## config.mk

```make
export PLATFORM = sky130hd
export DESIGN_NAME = alu_controller
export DESIGN_NICKNAME = d
export VERILOG_FILES = /design/src/rtl/alu_pkg.sv /design/src/rtl/cond_eval.sv /design/src/rtl/alu_controller.sv
export SDC_FILE = /design/constraint.sdc
export NUM_CORES = 1
export LEC_CHECK = 0
export CAP_MARGIN = 20
export CORE_MARGIN = 5
export CORE_UTILIZATION = 45
export CTS_BUF_LIST = sky130_fd_sc_hd__clkbuf_4 sky130_fd_sc_hd__clkbuf_8
export DETAILED_ROUTE_END_ITERATION = 6
export GPL_TIMING_DRIVEN = 0
export PLACE_DENSITY = 0.82
export SLEW_MARGIN = 20
export SYNTH_ARGS = -nofsm -noshare
export SYNTH_HDL_FRONTEND = slang
export SYNTH_HIERARCHICAL = 1
export SYNTH_SLANG_ARGS = --single-unit
```

## constraint.sdc

```tcl
create_clock -name CLK -period 2.35 [get_ports CLK]
set_clock_uncertainty 0.2 [all_clocks]
set_input_delay 0.235 -clock CLK [delete_from_list [all_inputs] [get_ports CLK]]
set_output_delay 0.235 -clock CLK [all_outputs]
set_load 0.005 [all_outputs]
```

## src/rtl/alu_pkg.sv

```systemverilog
// Shared encodings for the ALU sequencing controller: FunSel codes, condition
// codes, ZCNO flag bit positions and the controller state enum.
package alu_pkg;

  localparam int unsigned ALU_DATA_W = 8;
  localparam int unsigned OP_W       = 4;
  localparam int unsigned CC_W       = 4;
  localparam int unsigned FLAG_W     = 4;

  localparam logic [OP_W-1:0] ALU_PASS_A = 4'h0;
  localparam logic [OP_W-1:0] ALU_PASS_B = 4'h1;
  localparam logic [OP_W-1:0] ALU_NOT_A  = 4'h2;
  localparam logic [OP_W-1:0] ALU_NOT_B  = 4'h3;
  localparam logic [OP_W-1:0] ALU_ADD    = 4'h4;
  localparam logic [OP_W-1:0] ALU_SUB    = 4'h5;
  localparam logic [OP_W-1:0] ALU_CMP    = 4'h6;
  localparam logic [OP_W-1:0] ALU_AND    = 4'h7;
  localparam logic [OP_W-1:0] ALU_OR     = 4'h8;
  localparam logic [OP_W-1:0] ALU_NAND   = 4'h9;
  localparam logic [OP_W-1:0] ALU_XOR    = 4'hA;
  localparam logic [OP_W-1:0] ALU_LSL    = 4'hB;
  localparam logic [OP_W-1:0] ALU_LSR    = 4'hC;
  localparam logic [OP_W-1:0] ALU_ASL    = 4'hD;
  localparam logic [OP_W-1:0] ALU_ASR    = 4'hE;
  localparam logic [OP_W-1:0] ALU_CSR    = 4'hF;

  localparam logic [CC_W-1:0] CC_AL = 4'd0;
  localparam logic [CC_W-1:0] CC_EQ = 4'd1;
  localparam logic [CC_W-1:0] CC_NE = 4'd2;
  localparam logic [CC_W-1:0] CC_CS = 4'd3;
  localparam logic [CC_W-1:0] CC_CC = 4'd4;
  localparam logic [CC_W-1:0] CC_MI = 4'd5;
  localparam logic [CC_W-1:0] CC_PL = 4'd6;
  localparam logic [CC_W-1:0] CC_VS = 4'd7;
  localparam logic [CC_W-1:0] CC_VC = 4'd8;
  localparam logic [CC_W-1:0] CC_HI = 4'd9;
  localparam logic [CC_W-1:0] CC_LS = 4'd10;
  localparam logic [CC_W-1:0] CC_GE = 4'd11;
  localparam logic [CC_W-1:0] CC_LT = 4'd12;
  localparam logic [CC_W-1:0] CC_GT = 4'd13;
  localparam logic [CC_W-1:0] CC_LE = 4'd14;
  localparam logic [CC_W-1:0] CC_NV = 4'd15;

  localparam int unsigned ZCNO_Z = 3;
  localparam int unsigned ZCNO_C = 2;
  localparam int unsigned ZCNO_N = 1;
  localparam int unsigned ZCNO_O = 0;

  typedef enum logic [1:0] {
    ST_IDLE  = 2'd0,
    ST_ISSUE = 2'd1,
    ST_WAIT  = 2'd2,
    ST_RESP  = 2'd3
  } state_t;

endpackage

```

## src/rtl/cond_eval.sv

```systemverilog
// Combinational condition-code evaluator over ZCNO flags.
module cond_eval
  import alu_pkg::*;
(
  input  logic [FLAG_W-1:0] flags_i,
  input  logic [CC_W-1:0]   cond_i,
  output logic              hit_o
);

  logic z, c, n, o;

  assign z = flags_i[ZCNO_Z];
  assign c = flags_i[ZCNO_C];
  assign n = flags_i[ZCNO_N];
  assign o = flags_i[ZCNO_O];

  always_comb begin
    hit_o = 1'b0;
    case (cond_i)
      CC_AL:   hit_o = 1'b1;
      CC_EQ:   hit_o = z;
      CC_NE:   hit_o = !z;
      CC_CS:   hit_o = c;
      CC_CC:   hit_o = !c;
      CC_MI:   hit_o = n;
      CC_PL:   hit_o = !n;
      CC_VS:   hit_o = o;
      CC_VC:   hit_o = !o;
      CC_HI:   hit_o = c && !z;
      CC_LS:   hit_o = !c || z;
      CC_GE:   hit_o = (n == o);
      CC_LT:   hit_o = (n != o);
      CC_GT:   hit_o = !z && (n == o);
      CC_LE:   hit_o = z || (n != o);
      default: hit_o = 1'b0;
    endcase
  end

endmodule

```

## src/rtl/alu_controller.sv

```systemverilog
// Sequences one ALU operation per request: drive operands, capture the
// registered ALU result and flags, evaluate a condition, return a response.
module alu_controller
  import alu_pkg::*;
#(
  parameter int unsigned DATA_W = ALU_DATA_W
) (
  input  logic              CLK,
  input  logic              RST_N,
  input  logic              req_valid,
  output logic              req_ready,
  input  logic [OP_W-1:0]   req_op,
  input  logic [DATA_W-1:0] req_a,
  input  logic [DATA_W-1:0] req_b,
  input  logic [CC_W-1:0]   req_cond,
  output logic              rsp_valid,
  input  logic              rsp_ready,
  output logic [DATA_W-1:0] rsp_result,
  output logic [FLAG_W-1:0] rsp_flags,
  output logic              rsp_cond,
  output logic              busy,
  output logic [DATA_W-1:0] alu_a,
  output logic [DATA_W-1:0] alu_b,
  output logic [OP_W-1:0]   alu_funsel,
  input  logic [DATA_W-1:0] alu_out,
  input  logic [FLAG_W-1:0] alu_zcno
);

  state_t              state_q, state_d;
  logic [DATA_W-1:0]   alu_a_q, alu_a_d, alu_b_q, alu_b_d;
  logic [OP_W-1:0]     alu_funsel_q, alu_funsel_d;
  logic [CC_W-1:0]     cond_q, cond_d;
  logic [DATA_W-1:0]   rsp_result_q, rsp_result_d;
  logic [FLAG_W-1:0]   rsp_flags_q, rsp_flags_d;
  logic                rsp_cond_q, rsp_cond_d;
  logic                req_ready_q, req_ready_d;
  logic                busy_q, busy_d;
  logic                rsp_valid_q, rsp_valid_d;
  logic                cond_hit;

  // Verdict is evaluated on the live ALU flags so it registers alongside them.
  cond_eval u_cond_eval (
    .flags_i (alu_zcno),
    .cond_i  (cond_q),
    .hit_o   (cond_hit)
  );

  always_ff @(posedge CLK or negedge RST_N) begin
    if (!RST_N) state_q <= ST_IDLE;
    else        state_q <= state_d;
  end

  always_comb begin
    state_d = state_q;
    case (state_q)
      ST_IDLE:  if (req_valid) state_d = ST_ISSUE;
      ST_ISSUE: state_d = ST_WAIT;
      ST_WAIT:  state_d = ST_RESP;
      ST_RESP:  if (rsp_ready) state_d = ST_IDLE;
      default:  state_d = ST_IDLE;
    endcase
  end

  // Funsel falls back to pass-A whenever no operation is in flight.
  always_comb begin
    alu_a_d      = alu_a_q;
    alu_b_d      = alu_b_q;
    alu_funsel_d = ALU_PASS_A;
    cond_d       = cond_q;
    rsp_result_d = rsp_result_q;
    rsp_flags_d  = rsp_flags_q;
    rsp_cond_d   = rsp_cond_q;
    req_ready_d  = (state_d == ST_IDLE);
    busy_d       = (state_d != ST_IDLE);
    rsp_valid_d  = (state_d == ST_RESP);
    case (state_q)
      ST_IDLE: begin
        if (req_valid) begin
          alu_a_d      = req_a;
          alu_b_d      = req_b;
          alu_funsel_d = req_op;
          cond_d       = req_cond;
        end
      end
      ST_ISSUE: alu_funsel_d = alu_funsel_q;
      ST_WAIT: begin
        rsp_result_d = alu_out;
        rsp_flags_d  = alu_zcno;
        rsp_cond_d   = cond_hit;
      end
      default: ;
    endcase
  end

  always_ff @(posedge CLK or negedge RST_N) begin
    if (!RST_N) begin
      alu_a_q      <= '0;
      alu_b_q      <= '0;
      alu_funsel_q <= ALU_PASS_A;
      cond_q       <= '0;
      rsp_result_q <= '0;
      rsp_flags_q  <= '0;
      rsp_cond_q   <= 1'b0;
      req_ready_q  <= 1'b1;
      busy_q       <= 1'b0;
      rsp_valid_q  <= 1'b0;
    end else begin
      alu_a_q      <= alu_a_d;
      alu_b_q      <= alu_b_d;
      alu_funsel_q <= alu_funsel_d;
      cond_q       <= cond_d;
      rsp_result_q <= rsp_result_d;
      rsp_flags_q  <= rsp_flags_d;
      rsp_cond_q   <= rsp_cond_d;
      req_ready_q  <= req_ready_d;
      busy_q       <= busy_d;
      rsp_valid_q  <= rsp_valid_d;
    end
  end

  assign req_ready  = req_ready_q;
  assign busy       = busy_q;
  assign rsp_valid  = rsp_valid_q;
  assign rsp_result = rsp_result_q;
  assign rsp_flags  = rsp_flags_q;
  assign rsp_cond   = rsp_cond_q;
  assign alu_a      = alu_a_q;
  assign alu_b      = alu_b_q;
  assign alu_funsel = alu_funsel_q;

endmodule

```

Word level (Yosys, flattened, before mapping). Cells that the tools add are included.

Bits in registers: 42. Output and inout port bits: 36. Logic and storage cells: 50.

Equality and inequality tests: 20. Muxes and demuxes: 6. Reduce and logical (&&, ||, !) cells: 13.

Operators by type and width (number): $eq A4 B4 Y1 const B (7); $eq A4 B3 Y1 const B (4); $pmux W1 S15 (1); $eq A4 B2 Y1 const B (2); $pmux W2 S4 (1); $pmux W4 S2 (1); $eq A2 B2 Y1 const B (3); $eq A4 B1 Y1 const B (1); $logic_not A1 Y1 (4); $logic_not A2 Y1 (2); $logic_not A4 Y1 (1); $mux W2 (2); $mux W4 (1); $eq A2 B1 Y1 const B (1); $logic_and A1 B1 Y1 (2); $logic_or A1 B1 Y1 (2); $reduce_and A2 Y1 (1); $reduce_bool A2 Y1 (1); $eq A1 B1 Y1 (1); $ne A1 B1 Y1 (1).

Depth between registers and ports, before layout.
Depth after elaboration: 3. Mapped depth: 6. Depth with buffers taken out: 5.

By module. Netlist, hierarchy kept.

By module, submodules not included: alu_controller (times used 1, cells an instance 103, area an instance 1732.9 µm², sequential area each 1052.3 µm²); cond_eval (times used 1, cells an instance 29, area an instance 197.7 µm², sequential area each 0.0 µm²).

Worst setup path after synthesis. No wires, ideal clock.

Path kind: register -> register. Start point: register cond_q[0]. End point: register rsp_cond_q (netlist: rsp_cond). Data arrival time: 1423 ps. Data required time: 2025 ps. Path slack: 603 ps. Cell stages (with the launch flop): 7. Path buffers: 1. Clock period less this slack: 1747 ps. Path through: dfrtp_1 buf_4 mux2_2 a31oi_1 a31oi_1 a211o_1 mux2_2.

Word-level cells in the longest chain between the ends: 2. Elaborated cells on any way between the ends: 16. Classes of those cells: eq/ne: 14; mux: 1; reduce/logical: 1.

RTL lines: start, declared (line alu_controller.sv:32) `logic [CC_W-1:0] cond_q, cond_d;`; start signal, assigned (line alu_controller.sv:111) `cond_q <= cond_d;`; $eq A4 B4 Y1, or another cell as far along (line cond_eval.sv:19) `case (cond_i)`; $pmux W1 S15 (*) (line cond_eval.sv:19); named net cond_hit (line alu_controller.sv:39) `logic cond_hit;`; end signal, assigned (line alu_controller.sv:114) `rsp_cond_q <= rsp_cond_d;`; end, declared (line alu_controller.sv:35) `logic rsp_cond_q, rsp_cond_d;`.

Mark *: on every way through the listed nets, which the timed path passes. The rest lies on a longest branch. A chain may end at the register's enable or synchronous reset.

Worst setup path after layout.
Start point: input port alu_zcno[1]. End point: register rsp_cond_q (netlist: rsp_cond).

Word-level cells in the longest chain between the ends: 3. Elaborated cells on any way between the ends: 6. Classes of those cells: eq/ne: 2; mux: 1; reduce/logical: 3.

RTL lines: start, declared (line alu_controller.sv:26) `input logic [FLAG_W-1:0] alu_zcno`; $ne A1 B1 Y1 / $eq A1 B1 Y1 (equally long branches); $logic_or A1 B1 Y1 / $logic_and A1 B1 Y1 (equally long branches) (line cond_eval.sv:34, cond_eval.sv:33); $pmux W1 S15 (*) (line cond_eval.sv:19); named net cond_hit (line alu_controller.sv:39).

Marks and branches as above.

==> flow_summary.yaml <==
run_status:
  outcome: "completed"
yosys:
  synth_ff_type: "dfrtp_1"
  synthTopCellsByCount: "dfrtp_1, mux2_4, nand3b_1"
  ys_ff_latch: 42
  syn-instance-count: 132
  synth_most_common_cell: "dfrtp_1"
  synth_area_per_cell_um2: 14.6
  async_flop_share: 1.00
  yosysTopAreaCell: "dfrtp_1"
  synth_edf_count: 0
  mappedNetlistArea_um2: 1930
  ys_seq_area_frac: 0.545
  yosys_warnings: 6
  synth_top_area_share: 0.531
  synth_area_leaders: "dfrtp_1, mux2_4, nand3b_1, buf_6, mux2_2"
  synthesis.nets: 172
  synth_cell_types: 28
grt:
  grt_usage: 0.177
  globalRouteOverflowTotal: 0
  grt_pass1_vias: 1532
  antenna_found_initial: 0
  grt_pass1_wl_mm: 7.56
  grt_max_degree: 26
drt:
  drc: 0
  wl_mm: 4.57
  ant_nets: 0
  drtIter0Drc: 25
  viasPerCell: 5.19
  dr.pass1.iters: 4
  wl_per_cell_um: 17.1
  num_vias: 1386
final_layout:
  fin_cells: 267
  area_growth_pct: 48.7
  fin_nets: 256
  drive_above_1_share: 0.253
  multiInputGateArea_um2: 793
  n_antenna_cell: 0
  fill_cells: 268
  final_util: 0.703
  register_area_um2: 1050
floorplan:
  io_pins: 76
  core_area_um2: 4090
  die_area_um2: 5700
  rows: 23
  fp.dieH_um: 75.5
  start_util: 0.472
  die_w_um: 75.5
power:
  ir_worst_vdd_v: 0.000681
  power_density_nw_per_um2: 1230
  leakage_uw: 0.00124
timing:
  worst_slack_ns: 0.352
  grt_setup_unrepaired: "no"
  hold_viol: 0
  worst_pin_slew_ns: 0.452
  setup_viol_count_final: 0
  finalCritPeriodShare: 0.850
  fin_crit_ns: 2.00
  slew_headroom: 0.699
  report.final.slew_viol_count: 0
  fmax_mhz: 500
critical_path:
  critPathArrivalTime_ns: 1.97
  path_cells: "clkdlybuf4s50_1 > mux2_2 > a31oi_1 > a31oi_1 > a211o_1 > mux2_2"
  cpPeakStageDelay_ns: 0.58
  crit_type: "in -> reg"
  crit_fanout: 5
  crit_required_ns: 2.33
  cp-end-kind: "register"
  slowest_stage: "clkdlybuf4s50_1"
  critPathLaunchType: "input pin"
flow_run:
  cap_violations: 0
clock_network:
  postCtsHoldBufs: 2
  cts.path.max_buffers: 2
  ctsHtreeMaxLevel: 2
  cts_tree: "built"
  clk_latency_ns: 0.29
  cts.repair.resized: 0
  clock_sinks: 42
  cts_setup_buffers: 0
  clkTransAtPathRegs_ns: 0.08
  numCtsBuffers: 5
  root_buffer: "clkbuf_8"
place:
  portBuffers: 74
  place_congestion: 0.759
  place_inst: 257
  dp_hpwl_mm: 3.53
  preCtsSetupSlack_ns: 0.112
hold_path:
  hold_path.class: "in -> async"
[state kept, by name, summed over array words and instances, names as in the netlist, 2 cells and up]
register	cells
alu_a	8
alu_b	8
alu_funsel	4
cond_q	4
rsp_flags	4
rsp_result	8
state_q	2
[kinds of logic after synthesis]
logic type,share of synthesized area
xor gates and xnor gates,0.00454
muxes,0.262
DFF,0.545
buffers and inverters,0.0441
and+or+nand+nor,0.0823
AOI/OAI and AO/OA,0.0622
[through the flow]
| step | hold slack [ns] | instance area (um^2) | setup TNS [ns] | power, uW |
|---|---|---|---|---|
| 2_1_floorplan | -0.261 | 1930 | 0 | 2210 |
| 3_3_place_gp | 0.253 | 2730 | -3.64 | 2970 |
| 3_5_place_dp | 0.00487 | 2760 | 0 | 3070 |
| 4_1_cts | 0.219 | 2870 | 0 | 3570 |
| 5_1_grt | 0.269 | 2870 | 0 | 3760 |
| 6_report | 0.216 | 2870 | 0 | 3540 |
[area by class of cell]
type	count	area share
multi-input combinational	78	0.276
tap	50	0.0218
buffer	9	0.0257
timing repair buffer	77	0.273
clock inverter	2	0.00436
sequential	42	0.366
clock buffer	6	0.0288
inverter	3	0.00392
[layer usage]
layer / GRT usage / wire, um
met1: 0.201 / 1750
met2: 0.312 / 2360
met3: 0.0646 / 362
met4: 0.0524 / 101
met5: 0 / 0
[where the power goes]
group | switching (uW) | total, uW | leakage (uW) | internal, uW
Sequential | 229 | 1300 | 0.000501 | 1070
Clock | 241 | 477 | 0.0000472 | 236
Combinational | 568 | 1760 | 0.000687 | 1190
[cell usage in the layout (no fill, tap or decap), types with 3 or more instances in the layout]
cell type        instances
a21oi_1                  6
a31oi_1                  3
buf_2                    3
buf_6                    4
clkbuf_8                 6
clkdlybuf4s50_1         73
dfrtp_1                 41
inv_1                    3
mux2_2                   4
mux2_4                  30
nand2_1                  6
nand3b_1                 9
nor2_1                   3
[worst paths after layout]
check	from	to	slack [ns]	cells past startpoint
max	alu_zcno[1]	rsp_cond$_DFFE_PN0P_	0.35	6
min	RST_N	alu_funsel[0]$_DFFE_PN0P_	0.22	2
max reg2reg	cond_q[0]$_DFFE_PN0P_	rsp_cond$_DFFE_PN0P_	0.43	6
min reg2reg	rsp_result[1]$_DFFE_PN0P_	rsp_result[1]$_DFFE_PN0P_	0.31	1
max in group asynchronous	RST_N	req_ready$_DFF_PN1_	1.19	3
min in group CLK	rsp_result[1]$_DFFE_PN0P_	rsp_result[1]$_DFFE_PN0P_	0.31	1
[critical path: cells and delay by family]
family | cells | cell delay (ns)
buf+inv | 1 | 0.58
compound gates | 3 | 0.54
mux | 2 | 0.62
Power figures use the tool's default switching activity.
